--- config.mk ---
export PLATFORM = sky130hd
export DESIGN_NAME = uart_word_rx
export DESIGN_NICKNAME = d
export VERILOG_FILES = /design/src/rtl/uart_word_rx.sv
export SDC_FILE = /design/constraint.sdc
export NUM_CORES = 1
export LEC_CHECK = 0
export BUFFER_PORTS_ARGS = -buffer_cell sky130_fd_sc_hd__buf_2
export CORE_MARGIN = 4
export CORE_UTILIZATION = 50
export CTS_CLUSTER_DIAMETER = 200
export DETAILED_ROUTE_END_ITERATION = 6
export PLACE_DENSITY = 0.74
export SYNTH_ARGS = -nofsm -noshare
export SYNTH_HDL_FRONTEND = slang
export SYNTH_SLANG_ARGS = --single-unit
--- constraint.sdc ---
create_clock -name clk -period 65 [get_ports clk]
set_clock_uncertainty 0.05 [all_clocks]
set_input_delay 9.75 -clock clk [delete_from_list [all_inputs] [get_ports clk]]
set_output_delay 9.75 -clock clk [all_outputs]
set_load 0.03 [all_outputs]
--- src/rtl/uart_word_rx.sv ---
// uart_word_rx: 16x-oversampled UART receiver that packs NBYTES bytes, MSB first, into a
// WORD_BITS word on a valid/ready handshake. Define PARITY_EN for even-parity (8E1) frames.
module uart_word_rx #(
   parameter int CLK_HZ       = 100_000_000,
   parameter int BAUD         = 115200,
   parameter int WORD_BITS    = 381,
   parameter int TIMEOUT_BITS = 64,
   localparam int NBYTES      = (WORD_BITS + 7) / 8,
   localparam int BC_W        = $clog2(NBYTES + 1)
) (
   input  logic                 clk,
   input  logic                 reset,
   input  logic                 enable,
   input  logic                 RxD,
   output logic [WORD_BITS-1:0] RxData,
   output logic                 word_valid,
   input  logic                 word_ready,
   output logic [BC_W-1:0]      byte_count,
   output logic                 frame_err,
   output logic                 overrun,
   output logic                 timeout
);

   localparam int DIV      = (CLK_HZ + 8 * BAUD) / (16 * BAUD);
   localparam int DIV_W    = (DIV > 1) ? $clog2(DIV) : 1;
   localparam int TO_LIMIT = TIMEOUT_BITS * 16;
   localparam int TO_W     = $clog2(TO_LIMIT + 1);

   typedef enum logic [2:0] {
      IDLE,
      START,
      DATA,
`ifdef PARITY_EN
      PARITY,
`endif
      STOP,
      WAIT_HIGH
   } state_t;

   state_t               state_reg, state_next;
   logic                 sync1_reg, sync2_reg;
   logic [DIV_W-1:0]     div_cnt_reg;
   logic [3:0]           samp_cnt_reg, samp_cnt_next;
   logic [2:0]           bit_cnt_reg, bit_cnt_next;
   logic [7:0]           shift_reg, shift_next;
   logic [WORD_BITS-1:0] buf_reg;
   logic [WORD_BITS-1:0] rx_data_reg;
   logic                 word_valid_reg;
   logic [BC_W-1:0]      byte_count_reg;
   logic                 frame_err_reg, overrun_reg, timeout_reg;
   logic [TO_W-1:0]      idle_cnt_reg;

   logic                 rx_s, tick, commit, bad_frame, word_done, to_hit;
   logic [NBYTES-1:0]    byte_wr;
   logic [WORD_BITS-1:0] buf_load, buf_din;

   assign rx_s      = sync2_reg;
   assign tick      = (div_cnt_reg == DIV_W'(DIV - 1));
   assign word_done = (byte_count_reg == BC_W'(NBYTES));
   assign to_hit    = enable && tick && (state_reg == IDLE) && (byte_count_reg != '0) && !word_done
                      && (idle_cnt_reg == TO_W'(TO_LIMIT - 1));

   // Byte slot gi is the gi-th byte received; slot 0 lands in the most significant byte.
   for (genvar gi = 0; gi < NBYTES; gi++) begin : g_slot
      assign byte_wr[gi] = commit && (byte_count_reg == BC_W'(gi));
   end

   // Only the low WORD_BITS of the padded byte buffer are kept, so pad bits never exist.
   for (genvar gi = 0; gi < WORD_BITS; gi++) begin : g_bit
      assign buf_load[gi] = byte_wr[NBYTES - 1 - gi / 8];
      assign buf_din[gi]  = shift_reg[gi % 8];
   end

   always_ff @(posedge clk or posedge reset) begin
      if (reset) begin
         sync1_reg   <= 1'b1;
         sync2_reg   <= 1'b1;
         div_cnt_reg <= '0;
      end else begin
         sync1_reg   <= RxD;
         sync2_reg   <= sync1_reg;
         div_cnt_reg <= tick ? '0 : div_cnt_reg + DIV_W'(1);
      end
   end

   always_ff @(posedge clk or posedge reset) begin
      if (reset) begin
         state_reg    <= IDLE;
         samp_cnt_reg <= '0;
         bit_cnt_reg  <= '0;
         shift_reg    <= '0;
      end else begin
         state_reg    <= state_next;
         samp_cnt_reg <= samp_cnt_next;
         bit_cnt_reg  <= bit_cnt_next;
         shift_reg    <= shift_next;
      end
   end

   always_comb begin
      state_next    = state_reg;
      samp_cnt_next = samp_cnt_reg;
      bit_cnt_next  = bit_cnt_reg;
      shift_next    = shift_reg;
      commit        = 1'b0;
      bad_frame     = 1'b0;
      if (!enable) begin
         state_next = IDLE;
      end else begin
         case (state_reg)
            IDLE: begin
               if (!rx_s) begin
                  state_next    = START;
                  samp_cnt_next = '0;
               end
            end
            START: begin
               if (tick) begin
                  samp_cnt_next = samp_cnt_reg + 4'd1;
                  if (samp_cnt_reg == 4'd7) begin
                     samp_cnt_next = '0;
                     bit_cnt_next  = '0;
                     state_next    = rx_s ? IDLE : DATA;
                  end
               end
            end
            DATA: begin
               if (tick) begin
                  samp_cnt_next = samp_cnt_reg + 4'd1;
                  if (samp_cnt_reg == 4'd15) begin
                     shift_next   = {rx_s, shift_reg[7:1]};
                     bit_cnt_next = bit_cnt_reg + 3'd1;
                     if (bit_cnt_reg == 3'd7) begin
`ifdef PARITY_EN
                        state_next = PARITY;
`else
                        state_next = STOP;
`endif
                     end
                  end
               end
            end
`ifdef PARITY_EN
            PARITY: begin
               if (tick) begin
                  samp_cnt_next = samp_cnt_reg + 4'd1;
                  if (samp_cnt_reg == 4'd15) begin
                     if (^{shift_reg, rx_s}) begin
                        bad_frame  = 1'b1;
                        state_next = WAIT_HIGH;
                     end else begin
                        state_next = STOP;
                     end
                  end
               end
            end
`endif
            STOP: begin
               if (tick) begin
                  samp_cnt_next = samp_cnt_reg + 4'd1;
                  if (samp_cnt_reg == 4'd15) begin
                     if (rx_s) begin
                        commit     = 1'b1;
                        state_next = IDLE;
                     end else begin
                        bad_frame  = 1'b1;
                        state_next = WAIT_HIGH;
                     end
                  end
               end
            end
            WAIT_HIGH: begin
               if (rx_s) state_next = IDLE;
            end
            default: state_next = IDLE;
         endcase
      end
   end

   // Counts idle ticks only while a partial word is pending; any start bit restarts it.
   always_ff @(posedge clk or posedge reset) begin
      if (reset) begin
         idle_cnt_reg <= '0;
      end else if (!enable || state_reg != IDLE || byte_count_reg == '0 || to_hit) begin
         idle_cnt_reg <= '0;
      end else if (tick) begin
         idle_cnt_reg <= idle_cnt_reg + TO_W'(1);
      end
   end

   always_ff @(posedge clk or posedge reset) begin
      if (reset) begin
         buf_reg        <= '0;
         byte_count_reg <= '0;
         rx_data_reg    <= '0;
         word_valid_reg <= 1'b0;
         frame_err_reg  <= 1'b0;
         overrun_reg    <= 1'b0;
         timeout_reg    <= 1'b0;
      end else begin
         frame_err_reg <= bad_frame;
         overrun_reg   <= 1'b0;
         timeout_reg   <= 1'b0;
         if (word_valid_reg && word_ready) word_valid_reg <= 1'b0;
         if (word_done) begin
            // An accept on this same edge frees the output register for the new word.
            if (word_valid_reg && !word_ready) begin
               overrun_reg <= 1'b1;
            end else begin
               rx_data_reg    <= buf_reg;
               word_valid_reg <= 1'b1;
            end
            buf_reg        <= '0;
            byte_count_reg <= '0;
         end else if (!enable || bad_frame) begin
            buf_reg        <= '0;
            byte_count_reg <= '0;
         end else if (commit) begin
            buf_reg        <= (buf_reg & ~buf_load) | (buf_din & buf_load);
            byte_count_reg <= byte_count_reg + BC_W'(1);
         end else if (to_hit) begin
            buf_reg        <= '0;
            byte_count_reg <= '0;
            timeout_reg    <= 1'b1;
         end
      end
   end

   assign RxData     = rx_data_reg;
   assign word_valid = word_valid_reg;
   assign byte_count = byte_count_reg;
   assign frame_err  = frame_err_reg;
   assign overrun    = overrun_reg;
   assign timeout    = timeout_reg;

endmodule

==> impl_metrics.py <==
metrics = {
    "floorplan": {
        "die_area_sq_um": 68900,
        "pin_count": 396,
        "dieWidth_um": 263,
        "fp-row-count": 93,
        "start_util": 0.503,
        "core_sq_um": 64300,
        "die_h_um": 263,
    },
    "timing": {
        "period_needed_ns": 12.77,
        "rsz0062_at_grt": "false",
        "slew_viol_final": 147,
        "slew_headroom": -0.168,
        "clock.fmax_mhz": 78.3,
        "tns_ns": 0,
        "setup_viol": 0,
        "period_share": 0.197,
        "worst_pin_slew_ns": 1.75,
        "finalHoldViolations": 0,
    },
    "logic_synthesis": {
        "synth_top_cells_by_count": "dfrtp_1 (807), mux2_2 (382), a21oi_1 (369), o22a_1 (360), clkbuf_1 (127)",
        "yosysUniqueCellTypes": 46,
        "synth_top_area_cell": "dfrtp_1",
        "async_reset_ff_frac": 1.00,
        "synth_top_area_frac": 0.623,
        "syn_inst": 2469,
        "ys_seq_area_frac": 0.625,
        "yosysMostFrequentCell": "dfrtp_1",
        "synthFlopType": "dfrtp_1",
        "synth.net_count": 2484,
        "synth_area_sq_um": 32400,
        "avgSynthCellArea_sq_um": 13.1,
        "ys_ff_latch": 809,
        "yosys_warnings": 0,
        "synth-edff-count": 0,
        "ys_top_cells_by_area": "dfrtp_1 (62%), mux2_2 (13%), o22a_1 (9.7%), a21oi_1 (5.7%), clkbuf_1 (1.5%)",
    },
    "placed_design": {
        "hpwl_um": 59200,
        "post-place-cells": 3542,
        "gp_congestion": 0.861,
        "io_buffer_count": 395,
    },
    "clock_tree": {
        "clkLatencyLatePin_ns": 0.63,
        "cts_tree": "built",
        "clk_pin_slew_worst_paths_ns": 0.06,
        "post_cts_buffers": 0,
        "cts_buffers": 85,
        "h-tree-depth": 3,
        "ctsResizeCount": 0,
        "clk_path_buf_depth": 3,
        "cts_sinks": 809,
        "ctsHoldBuffers": 0,
        "root_buffer": "clkbuf_16",
    },
    "critical_path": {
        "critPathLaunchType": "primary input",
        "required_ns": 65.44,
        "path_class": "in2reg",
        "worstPathMaxFanout": 86,
        "reg2reg_from": "byte_count[0]",
        "worstPathArrival_ns": 13.21,
        "worstRegToRegCells": 9,
        "worstReg2RegEnd": "RxData[34]",
        "crit_path_end_kind": "register",
        "reg2reg_slack_ns": 58.68,
    },
    "global_route": {
        "grt_pass1_vias": 23500,
        "grt_max_degree": 256,
        "overflow": 0,
        "grtUsageTotal": 0.259,
        "antenna_found_initial": 0,
        "grt_first_pass_wirelength_um": 141000,
    },
    "min_path": {
        "whs_path_depth": 0,
        "hold_path_class": "reg2reg",
        "holdPathEnd": "rx_s",
        "min_from": "sync1_reg",
    },
    "final_layout": {
        "drive_gt1_frac": 0.341,
        "multi_input_comb_area_sq_um": 11200,
        "antenna_cells": 0,
        "stdcell_count": 3690,
        "n_fill_cell": 5049,
        "fin_nets": 2789,
        "regArea_sq_um": 20200,
        "syn_to_final_growth_pct": 16.3,
    },
    "pwr": {
        "powerDensity_nw_per_um2": 26.8,
        "p_leak_nw": 22.0,
        "sequentialPowerShare": 0.501,
        "p_sw_uw": 216,
        "clkPwrFrac": 0.481,
        "p_int_uw": 793,
        "switching_share": 0.214,
        "power_frac_comb": 0.018,
        "max-vdd-ir-drop_mv": 0.0173,
    },
    "route": {
        "antenna_left": 0,
        "drt_iter0_drc": 1852,
        "wl_per_cell_um": 24.7,
        "drt_first_pass_iters": 7,
        "routed_wl_um": 91000,
        "via_per_inst": 6.08,
        "vias": 22400,
        "drc_errors": 0,
    },
    "job": {
        "drv_cap": 0,
    },
    "status": {
        "violations": "max-slew violations",
        "status": "finished with violations",
    },
}
-- how the worst max path moves through the flow --
stage,from,endpoint,slack (ns),cells past startpoint
global placement,word_ready,RxData[310],51.66,7
floorplan,reset,RxData[0],32.48,1
CTS,word_ready,RxData[33],52.25,7
global route,reset,buf_reg[55],51.85,5
finish,word_ready,RxData[34],52.23,7
detailed placement,word_ready,RxData[281],51.59,7
-- layout by cell type, fill, tap and decap left out, types with 3 or more instances in the layout --
cell type,instances
inv_6,5
o21ai_0,7
a311oi_1,4
xnor2_1,9
a22o_1,17
buf_4,32
mux2_2,382
o2bb2ai_1,6
dfrtp_1,807
nand4_1,4
nand2_1,51
and2_1,13
nor2b_1,9
a31oi_1,6
ha_1,10
mux2_1,8
clkbuf_1,15
clkinv_2,13
nand2b_1,11
nor3_1,8
nor2_2,10
or2_2,3
nand3_1,19
clkinvlp_4,3
a21oi_1,369
bufinv_16,6
inv_1,6
buf_2,395
xor2_1,6
and3_1,10
nor2_1,94
clkbuf_16,86
buf_12,4
o22a_1,360
clkbuf_8,17
-- power by group through the flow --
stage / combinational [mW] / clock (mW) / sequential, mW
2_1_floorplan: 0.0137 / 0 / 0.515
3_3_place_gp: 0.0174 / 0 / 0.514
3_5_place_dp: 0.0182 / 0 / 0.515
4_1_cts: 0.0183 / 0.493 / 0.505
5_1_grt: 0.0204 / 0.514 / 0.505
6_report: 0.0178 / 0.486 / 0.506
-- through the flow --
step                hold WS [ns]  power [mW]  area, sq um  utilization  worst slack [ns]
floorplan                  0.295       0.529        32400            -             32.48
global placement           0.301       0.532        34900        0.542             51.66
detailed placement         0.299       0.533        34900        0.542             51.59
CTS                        0.306        1.02        37700        0.586             52.25
global route               0.312        1.04        37700        0.586             51.85
finish                     0.307        1.01        37700        0.586             52.23
-- layer usage --
layer | vias up | routed length (um) | track usage | part of all wire
met4 | 0 | 3960 | 0.113 | 0.044
met2 | 934 | 44300 | 0.426 | 0.49
met5 | - | 0 | 0 | 0
li1 | 9655 | - | - | -
met3 | 222 | 6790 | 0.0562 | 0.075
met1 | 11600 | 35900 | 0.333 | 0.39
-- worst max-delay path: stages --
cell	delay [ns]
buf_2	0.08
nand2b_1	0.13
nor2b_4	0.14
buf_4	0.78
buf_4	0.78
buf_4	0.94
mux2_2	0.42
-- logic make-up after synthesis --
family | synth area share
multiplexers | 0.136
XOR/XNOR | 0.00406
AND/OR/NAND/NOR | 0.0347
buffers and inverters | 0.0296
flip-flops | 0.625
AO/OA/AOI/OAI | 0.167
adder cells (fa/ha/maj) | 0.00386
-- layout make-up --
| type | count | area share |
|---|---|---|
| clock buffers | 118 | 0.0648 |
| repair buffers | 431 | 0.0610 |
| clock inverters | 30 | 0.00916 |
| multi-input cells | 1440 | 0.298 |
| inverters | 7 | 0.000897 |
| well taps | 855 | 0.0284 |
| flip-flops and latches | 809 | 0.537 |
Note: power is estimated with default switching activity, not from simulation.
